--- src/rtl/ual_pkg.sv ---
// ual_pkg -- shared opcodes, FSM state and status-flag bundle for ual_seq.
package ual_pkg;

  // Arithmetic-mode function codes (M=0); 9..15 are illegal.
  localparam logic [3:0] OP_ADD = 4'd0;
  localparam logic [3:0] OP_SUB = 4'd1;
  localparam logic [3:0] OP_INC = 4'd2;
  localparam logic [3:0] OP_DEC = 4'd3;
  localparam logic [3:0] OP_SHL = 4'd4;
  localparam logic [3:0] OP_SHR = 4'd5;
  localparam logic [3:0] OP_ASR = 4'd6;
  localparam logic [3:0] OP_CMP = 4'd7;
  localparam logic [3:0] OP_MUL = 4'd8;

  typedef enum logic {
    ST_IDLE = 1'b0,
    ST_MUL  = 1'b1
  } state_t;

  typedef struct packed {
    logic c_out;
    logic zero;
    logic neg;
    logic ovf;
    logic err;
  } flags_t;

endpackage

--- src/rtl/ual_seq_if.sv ---
// ual_seq_if -- operation/result handshake bundle between producer, ALU and consumer.
interface ual_seq_if #(
  parameter int W = 8
) ();
  logic         in_valid;
  logic         in_ready;
  logic         M;
  logic [3:0]   operatie;
  logic [W-1:0] A;
  logic [W-1:0] B;
  logic         c_in;
  logic         out_valid;
  logic         out_ready;
  logic [W-1:0] f;
  logic [W-1:0] f_hi;
  logic         c_out;
  logic         zero;
  logic         neg;
  logic         ovf;
  logic         err;

  // ALU side.
  modport slave (
    input  in_valid, M, operatie, A, B, c_in, out_ready,
    output in_ready, out_valid, f, f_hi, c_out, zero, neg, ovf, err
  );

  // Producer/consumer side.
  modport master (
    output in_valid, M, operatie, A, B, c_in, out_ready,
    input  in_ready, out_valid, f, f_hi, c_out, zero, neg, ovf, err
  );
endinterface

--- src/rtl/ual_seq_mul.sv ---
// ual_seq_mul -- iterative unsigned shift-add multiplier, one partial product per cycle.
// i_start loads the operands; each i_step cycle adds one partial product.
// o_done flags the step that completes the product, and o_prod already holds
// that final sum so the caller can register it on the same edge.
module ual_seq_mul #(
  parameter int W = 8
) (
  input  logic           clk,
  input  logic           rst_n,
  input  logic           i_start,
  input  logic           i_step,
  input  logic [W-1:0]   i_a,
  input  logic [W-1:0]   i_b,
  output logic           o_done,
  output logic [2*W-1:0] o_prod
);
  localparam int CW = $clog2(W);

  logic [2*W-1:0] r_mcand;
  logic [W-1:0]   r_mplier;
  logic [2*W-1:0] r_acc;
  logic [CW-1:0]  r_cnt;
  logic [2*W-1:0] w_acc_next;

  assign w_acc_next = r_acc + (r_mplier[0] ? r_mcand : '0);
  assign o_done     = i_step && (r_cnt == CW'(W - 1));
  assign o_prod     = w_acc_next;

  // Operand load on start, one shift-add step per busy cycle.
  // NOTE: sequential state uses non-blocking (<=) so every flop samples pre-edge values.
  always_ff @(posedge clk or negedge rst_n) begin
    if (!rst_n) begin
      r_mcand  <= '0;
      r_mplier <= '0;
      r_acc    <= '0;
      r_cnt    <= '0;
    end else if (i_start) begin
      r_mcand  <= {{W{1'b0}}, i_a};
      r_mplier <= i_b;
      r_acc    <= '0;
      r_cnt    <= '0;
    end else if (i_step) begin
      r_acc    <= w_acc_next;
      r_mcand  <= r_mcand << 1;
      r_mplier <= r_mplier >> 1;
      r_cnt    <= r_cnt + 1'b1;
    end
  end
endmodule

--- src/rtl/ual_seq.sv ---
// ual_seq -- registered one-entry ALU with valid/ready handshake and status flags.
// Optional multi-cycle multiplier (operatie=8, M=0) built when UAL_SEQ_MUL_EN is defined;
// otherwise operatie=8 is illegal and f_hi is tied to zero.
module ual_seq
  import ual_pkg::*;
#(
  parameter int W = 8
) (
  input  logic       clk,
  input  logic       rst_n,
  ual_seq_if.slave   bus
);
  localparam int SHW = $clog2(W);

  logic         r_out_valid;
  logic [W-1:0] r_f;
  flags_t       r_flags;

  logic         w_busy;
  logic         w_is_mul;
  logic         w_in_ready;
  logic         w_accept;
  logic         w_consume;

  logic [W-1:0] w_opb;
  logic         w_cin;
  logic [W:0]   w_sum;
  logic         w_ovf;
  logic [SHW-1:0] w_sh;
  logic [W:0]   w_shl;
  logic [W:0]   w_shr;
  logic [W:0]   w_asr;
  logic [W-1:0] w_core_f;
  flags_t       w_core_flags;

  assign w_in_ready = !w_busy && (!r_out_valid || bus.out_ready);
  assign w_accept   = bus.in_valid && w_in_ready;
  assign w_consume  = r_out_valid && bus.out_ready;

`ifdef UAL_SEQ_MUL_EN
  state_t         r_state;
  state_t         w_state_next;
  logic           w_mul_done;
  logic [2*W-1:0] w_prod;
  logic [W-1:0]   r_f_hi;

  assign w_is_mul = !bus.M && (bus.operatie == OP_MUL);
  assign w_busy   = (r_state == ST_MUL);

  // FSM state register.
  always_ff @(posedge clk or negedge rst_n) begin
    if (!rst_n) r_state <= ST_IDLE;
    else        r_state <= w_state_next;
  end

  // FSM next state: enter MUL on an accepted multiply, leave on the final step.
  always_comb begin
    w_state_next = r_state;
    case (r_state)
      ST_IDLE: if (w_accept && w_is_mul) w_state_next = ST_MUL;
      ST_MUL:  if (w_mul_done)           w_state_next = ST_IDLE;
      default: w_state_next = ST_IDLE;
    endcase
  end

  ual_seq_mul #(.W(W)) u_mul (
    .clk     (clk),
    .rst_n   (rst_n),
    .i_start (w_accept && w_is_mul),
    .i_step  (w_busy),
    .i_a     (bus.A),
    .i_b     (bus.B),
    .o_done  (w_mul_done),
    .o_prod  (w_prod)
  );

  assign bus.f_hi = r_f_hi;
`else
  assign w_is_mul = 1'b0;
  assign w_busy   = 1'b0;
  assign bus.f_hi = '0;
`endif

  // Effective addend and carry-in for the adder-based ops.
  // NOTE: defaults first so every path assigns every output and no latch is inferred.
  always_comb begin
    w_opb = bus.B;
    w_cin = 1'b0;
    case (bus.operatie)
      OP_ADD: w_cin = bus.c_in;
      OP_SUB: begin w_opb = ~bus.B; w_cin = bus.c_in; end
      OP_INC: begin w_opb = '0;     w_cin = 1'b1;     end
      OP_DEC: w_opb = '1;
      OP_CMP: begin w_opb = ~bus.B; w_cin = 1'b1;     end
      default: ;
    endcase
  end

  assign w_sum = {1'b0, bus.A} + {1'b0, w_opb} + {{W{1'b0}}, w_cin};
  assign w_ovf = (bus.A[W-1] == w_opb[W-1]) && (w_sum[W-1] != bus.A[W-1]);

  // Shifts carry one guard bit so the last bit shifted out falls into bit W / bit 0;
  // an amount of 0 leaves the guard bit at 0.
  assign w_sh  = bus.B[SHW-1:0];
  assign w_shl = {1'b0, bus.A} << w_sh;
  assign w_shr = {bus.A, 1'b0} >> w_sh;
  assign w_asr = $signed({bus.A, 1'b0}) >>> w_sh;

  // Single-cycle result and flags for both modes.
  always_comb begin
    w_core_f     = '0;
    w_core_flags = '0;
    if (bus.M) begin
      for (int i = 0; i < W; i++) w_core_f[i] = bus.operatie[{bus.A[i], bus.B[i]}];
      w_core_flags.zero = (w_core_f == '0);
      w_core_flags.neg  = w_core_f[W-1];
    end else begin
      case (bus.operatie)
        OP_ADD, OP_SUB, OP_INC, OP_DEC: begin
          w_core_f           = w_sum[W-1:0];
          w_core_flags.c_out = w_sum[W];
          w_core_flags.ovf   = w_ovf;
        end
        OP_SHL: begin w_core_f = w_shl[W-1:0]; w_core_flags.c_out = w_shl[W]; end
        OP_SHR: begin w_core_f = w_shr[W:1];   w_core_flags.c_out = w_shr[0]; end
        OP_ASR: begin w_core_f = w_asr[W:1];   w_core_flags.c_out = w_asr[0]; end
        OP_CMP: begin
          w_core_f           = bus.A;
          w_core_flags.c_out = w_sum[W];
          w_core_flags.ovf   = w_ovf;
        end
        default: w_core_flags.err = 1'b1;
      endcase
      // CMP reports zero/neg of the difference A-B; every other op reports them on f.
      if (!w_core_flags.err) begin
        if (bus.operatie == OP_CMP) begin
          w_core_flags.zero = (w_sum[W-1:0] == '0);
          w_core_flags.neg  = w_sum[W-1];
        end else begin
          w_core_flags.zero = (w_core_f == '0);
          w_core_flags.neg  = w_core_f[W-1];
        end
      end
    end
  end

  // Output register: capture on accept or multiply completion, drop valid on consume.
  always_ff @(posedge clk or negedge rst_n) begin
    if (!rst_n) begin
      r_out_valid <= 1'b0;
      r_f         <= '0;
      r_flags     <= '0;
`ifdef UAL_SEQ_MUL_EN
      r_f_hi      <= '0;
`endif
    end else begin
`ifdef UAL_SEQ_MUL_EN
      if (w_mul_done) begin
        r_out_valid   <= 1'b1;
        r_f           <= w_prod[W-1:0];
        r_f_hi        <= w_prod[2*W-1:W];
        r_flags.c_out <= |w_prod[2*W-1:W];
        r_flags.zero  <= (w_prod == '0);
        r_flags.neg   <= w_prod[W-1];
        r_flags.ovf   <= 1'b0;
        r_flags.err   <= 1'b0;
      end else
`endif
      if (w_accept && !w_is_mul) begin
        r_out_valid <= 1'b1;
        r_f         <= w_core_f;
        r_flags     <= w_core_flags;
`ifdef UAL_SEQ_MUL_EN
        r_f_hi      <= '0;
`endif
      end else if (w_accept || w_consume) begin
        r_out_valid <= 1'b0;
      end
    end
  end

  assign bus.in_ready  = w_in_ready;
  assign bus.out_valid = r_out_valid;
  assign bus.f         = r_f;
  assign bus.c_out     = r_flags.c_out;
  assign bus.zero      = r_flags.zero;
  assign bus.neg       = r_flags.neg;
  assign bus.ovf       = r_flags.ovf;
  assign bus.err       = r_flags.err;
endmodule

--- src/flat_wrapper.sv ---
// flat-port wrapper written by rule: the top's interface ports become plain ports
module ual_seq_flat import ual_pkg::*;
#(
  parameter int W = 8
)
  (clk, rst_n, bus_in_valid, bus_M, bus_operatie, bus_A, bus_B, bus_c_in, bus_out_ready, bus_in_ready, bus_out_valid, bus_f, bus_f_hi, bus_c_out, bus_zero, bus_neg, bus_ovf, bus_err);
  ual_seq_if #(.W(W)) bus_i ();
  input  logic clk;
  input  logic rst_n;
  input wire logic [$bits(bus_i.in_valid)-1:0] bus_in_valid;
  input wire logic [$bits(bus_i.M)-1:0] bus_M;
  input wire logic [$bits(bus_i.operatie)-1:0] bus_operatie;
  input wire logic [$bits(bus_i.A)-1:0] bus_A;
  input wire logic [$bits(bus_i.B)-1:0] bus_B;
  input wire logic [$bits(bus_i.c_in)-1:0] bus_c_in;
  input wire logic [$bits(bus_i.out_ready)-1:0] bus_out_ready;
  output wire logic [$bits(bus_i.in_ready)-1:0] bus_in_ready;
  output wire logic [$bits(bus_i.out_valid)-1:0] bus_out_valid;
  output wire logic [$bits(bus_i.f)-1:0] bus_f;
  output wire logic [$bits(bus_i.f_hi)-1:0] bus_f_hi;
  output wire logic [$bits(bus_i.c_out)-1:0] bus_c_out;
  output wire logic [$bits(bus_i.zero)-1:0] bus_zero;
  output wire logic [$bits(bus_i.neg)-1:0] bus_neg;
  output wire logic [$bits(bus_i.ovf)-1:0] bus_ovf;
  output wire logic [$bits(bus_i.err)-1:0] bus_err;
  assign bus_i.in_valid = bus_in_valid;
  assign bus_i.M = bus_M;
  assign bus_i.operatie = bus_operatie;
  assign bus_i.A = bus_A;
  assign bus_i.B = bus_B;
  assign bus_i.c_in = bus_c_in;
  assign bus_i.out_ready = bus_out_ready;
  assign bus_in_ready = bus_i.in_ready;
  assign bus_out_valid = bus_i.out_valid;
  assign bus_f = bus_i.f;
  assign bus_f_hi = bus_i.f_hi;
  assign bus_c_out = bus_i.c_out;
  assign bus_zero = bus_i.zero;
  assign bus_neg = bus_i.neg;
  assign bus_ovf = bus_i.ovf;
  assign bus_err = bus_i.err;
  ual_seq #(.W(W)) u_core (.clk(clk), .rst_n(rst_n), .bus(bus_i));
endmodule
--- config.mk ---
export PLATFORM = sky130hd
export DESIGN_NAME = ual_seq_flat
export DESIGN_NICKNAME = d
export VERILOG_FILES = /design/src/rtl/ual_pkg.sv /design/src/rtl/ual_seq_if.sv /design/src/rtl/ual_seq_mul.sv /design/src/rtl/ual_seq.sv /design/src/flat_wrapper.sv
export SDC_FILE = /design/constraint.sdc
export NUM_CORES = 1
export LEC_CHECK = 0
export ABC_AREA = 1
export CAP_MARGIN = 20
export CORE_MARGIN = 8
export CORE_UTILIZATION = 53
export DETAILED_ROUTE_END_ITERATION = 10
export PLACE_DENSITY = 0.82
export SLEW_MARGIN = 5
export SYNTH_ARGS = -nofsm -noshare
export SYNTH_HDL_FRONTEND = slang
export SYNTH_HIERARCHICAL = 1
export SYNTH_SLANG_ARGS = --single-unit
--- constraint.sdc ---
create_clock -name clk -period 1.35 [get_ports clk]
set_clock_uncertainty 0.05 [all_clocks]
set_input_delay 0.3375 -clock clk [delete_from_list [all_inputs] [get_ports clk]]
set_output_delay 0.3375 -clock clk [all_outputs]
set_load 0.02 [all_outputs]
==> results of run 1 <==
cell usage in the layout, fill, tap and decap left out, types with 3 or more instances in the layout:
| master | count |
|---|---|
| nand2_1 | 120 |
| buf_4 | 105 |
| nand3_1 | 45 |
| inv_1 | 34 |
| nor2_1 | 34 |
| a21oi_1 | 30 |
| o21ai_0 | 23 |
| clkdlybuf4s50_1 | 20 |
| nand2_2 | 17 |
| dfrtp_1 | 14 |
| clkdlybuf4s15_1 | 11 |
| a21oi_2 | 11 |
| buf_6 | 10 |
| nor2_4 | 10 |
| inv_2 | 9 |
| conb_1 | 8 |
| nand2_4 | 7 |
| o21ai_1 | 7 |
| ha_1 | 7 |
| nor2_2 | 6 |
| a22o_1 | 4 |
| clkbuf_8 | 3 |
| nand3_2 | 3 |
| nand4_1 | 3 |
per-layer routing:
layer / up-vias / global-route usage
li1: 1687 / -
met1: 1800 / 0.363
met2: 495 / 0.532
met3: 216 / 0.0519
met4: 2 / 0.200
met5: - / 0
cell type report:
type	count	area (µm²)
well taps	52	65.1
multi-input cells	357	1950
clock buffers	3	41.3
fillers	205	459
flip-flops and latches	14	350
inverters	46	193
repair buffers	153	1270
cell families (layout without fill, tap and decap cells):
logic type,after synthesis,count (layout)
simple gates,248,248
compound gates,90,90
buf+inv,69,202
flops,14,14
fa+ha+maj,9,9
xor+xnor,2,2
other cells,1,8
timing repair:
| item | 4_1_cts | 5_1_grt |
|---|---|---|
| resized for setup | 80 | 47 |
| pin swaps | 27 | 37 |
| setup buffers | 10 | 10 |
| setup endpoints to repair | 29 | 24 |
sequential cells by signal (all words and copies together), names as in the netlist:
name and flops:
u_core/bus.c_out 1, u_core/bus.neg 1, u_core/bus.f 8, u_core/bus.out_valid 1, u_core/bus.err 1, u_core/bus.zero 1
u_core/bus.ovf 1
stage by stage:
step	instances	TNS (ns)	hold WS (ns)	power, µW
floorplan	440	-15.10	-0.00809	1320
global route	625	-20.99	0.394	2920
finish	625	-19.41	0.361	2810
detailed placement	602	-27.55	0.422	2030
global placement	602	-26.40	0.417	1990
CTS	615	-15.34	0.360	2430
power groups by stage:
stage               Sequential [µW]  Combinational (µW)  Clock (µW)
detailed placement              529                1500           0
finish                          530                1930         355
global placement                523                1470           0
floorplan                       602                 719           0
CTS                             520                1560         349
global route                    539                2010         365
final timing paths:
path / from / endpoint / slack (ns)
setup / recovery: bus_operatie[2] / u_core/bus.zero / -1.92
hold / removal: rst_n / u_core/bus.out_valid / 0.36
setup reg to reg: u_core/bus.out_valid / u_core/bus.zero / -0.10
hold reg to reg: u_core/bus.err / u_core/bus.err / 0.43
max in group asynchronous: rst_n / u_core/bus.zero / 0.69
min in group clk: u_core/bus.err / u_core/bus.err / 0.43
worst max-delay path: cells and delay by family:
| kind | cells | cell delay [ns] |
|---|---|---|
| AND/OR/NAND/NOR | 16 | 1.56 |
| adder cells (fa/ha/maj) | 1 | 0.36 |
| AO/OA/AOI/OAI | 4 | 0.52 |
| buffers and inverters | 7 | 0.59 |
==> results by group, run 1 <==
Synth
  – Area leader, netlist: nand2_1
  – Synth Area in Simple Gates: 0.443
  – Post-synthesis cell count: 433
  – Post-synthesis mux area share: 0
  – Sequential share of the synthesized area: 0.149
  – Most frequent cells after synthesis: 141 x nand2_1, 48 x nand3_1, 47 x nor2_1, 41 x inv_1, 40 x a21oi_1
  – Number of synthesized flops with an enable pin: 0
  – Top post-synthesis cells by area: nand2_1 23%, dfrtp_1 15%, nand3_1 10%, a21oi_1 8.5%, nor2_1 7.5%
  – Ys flop type: dfrtp_1
  – Area share of the leading cell type in the synthesized netlist: 0.225
  – Library cells used by synthesis: 38
  – YS warnings: 6
  – Synthesized cell area: ~0.0024 mm²
  – Synth Area in XOR/XNOR: 0.00745
  – Post-synthesis adder-cell area fraction: 0.0543
  – Avg Cell Area, Syn: between 5 and 6 µm²
  – Largest family of logic cells by synthesized area: simple AND/OR/NAND/NOR gates
  – #FFs+latches synth: 14
  – Post-synth ARST share: 1.00
  – Compound-Gate Fraction of Synth Area: 0.218
  – Top-count cell post-synth: nand2_1

Hold path
  – Min-delay worst type: in -> async

Critical path
  – Worst setup path category: in -> reg
  – Critical-path top delay cell: ha_1
  – Arrival time worst endpoint: 3.39 ns
  – Most frequent CP cell: nand2_1
  – CP required: 1.47 ns
  – FF-to-FF path depth: 7
  – CP peak stage delay: 0.36 ns
  – Crit start category: primary input
  – Endpoint class of the critical path: flip-flop
  – Crit-path max FO: 6

Power
  – Part of the power in registers: 0.188
  – Sw Ratio: 0.478
  – Int Power: 1470 µW
  – Lkg Pwr: between 0.002 and 0.0025 µW
  – Logic pwr share: 0.685
  – Psw: 1340 µW
  – Max VDD drop: 0.652 mV
  – Pwr per Cell Area: a little over 700 mW/mm²
  – Clock share of power: 0.126

CTS
  – CTS Hold Bufs: 0
  – CTS Buf Count: 3
  – Clock Latency Late Sink: 0.25 ns
  – CTS clk-pin slew, worst paths: around 0.06 ns
  – CTS Buffer Depth: 2
  – Clk root buf: clkbuf_8
  – H-tree depth: 1
  – CTS tree: done
  – Clock sinks: 14

Placed design
  – HPWL Detailed: 7.75 mm
  – Pre-CTS WS: -2.31 ns
  – RePlAce Congestion: ~1.1
  – Port Buf Inserts: 40
  – Dpl cell area: 0.00348 mm²

GRT
  – Vias in the first global route: 3,664
  – Largest net degree at the start of global routing: 21
  – GRT Util Overall: 0.316
  – First-pass GRT wire length: 16.9 mm
  – Gr ovfl total: 0
  – Initial antenna violation count: 0

Route
  – Routed WL: 14.1 mm
  – Met1 wire length: 4.31 mm
  – Top routing layer used: met5
  – Remaining antenna violation count after routing: 0
  – DRT iter0 DRCs: 808
  – Wire length on met3: 2.35 mm
  – DR vias: ~4,200
  – DRC viols: 31
  – Met2 wire len: 5.75 mm
  – First-pass DRT Iterations: 11
  – DR WL/cell: roughly 23 µm
  – Post-DR vias/cell: 6.72

Die
  – Initial Utilization: 0.544
  – Row Count: 24
  – Core area: 0.00432 mm²
  – I/O pins: 49
  – Die H: slightly above 80 µm
  – Total die area: 0.00682 mm²
  – Horiz. Die Dim: roughly 83 µm

STA
  – Final setup vio count: 15
  – Slew Viols, Final: 0
  – Worst Setup Slack, final: -1.92 ns
  – Least-Margin Pin Slew: 0.633 ns
  – Relative slew slack: 0.573
  – Minimum clock period: 3.27 ns
  – RSZ-0062 raised after global routing: true
  – Final count of hold timing violations: 0
  – Fmax: 0.305 GHz
  – Period utilisation layout: 2.42

Final layout
  – Final net count: 610
  – P&R area growth vs syn: 64.4%
  – N_diodes: 0
  – Fin area: 0.00386 mm²
  – Final core utilization: 0.894
  – Layout cells sized above 1: 0.339

Outcome
  – Status: finished, violations left
  – Failing checks: DRC, setup timing

Job
  – Count of max-cap constraint violations: 0
Power figures use the tool's default switching activity.
==> inputs of run 2 (changes only) <==
CTS_CLUSTER_DIAMETER = 100   (was unset)
SLEW_MARGIN = 20   (was 5)
==> results of run 2 <==
No change in the layout: final DEF, timing and power equal those of run 1.
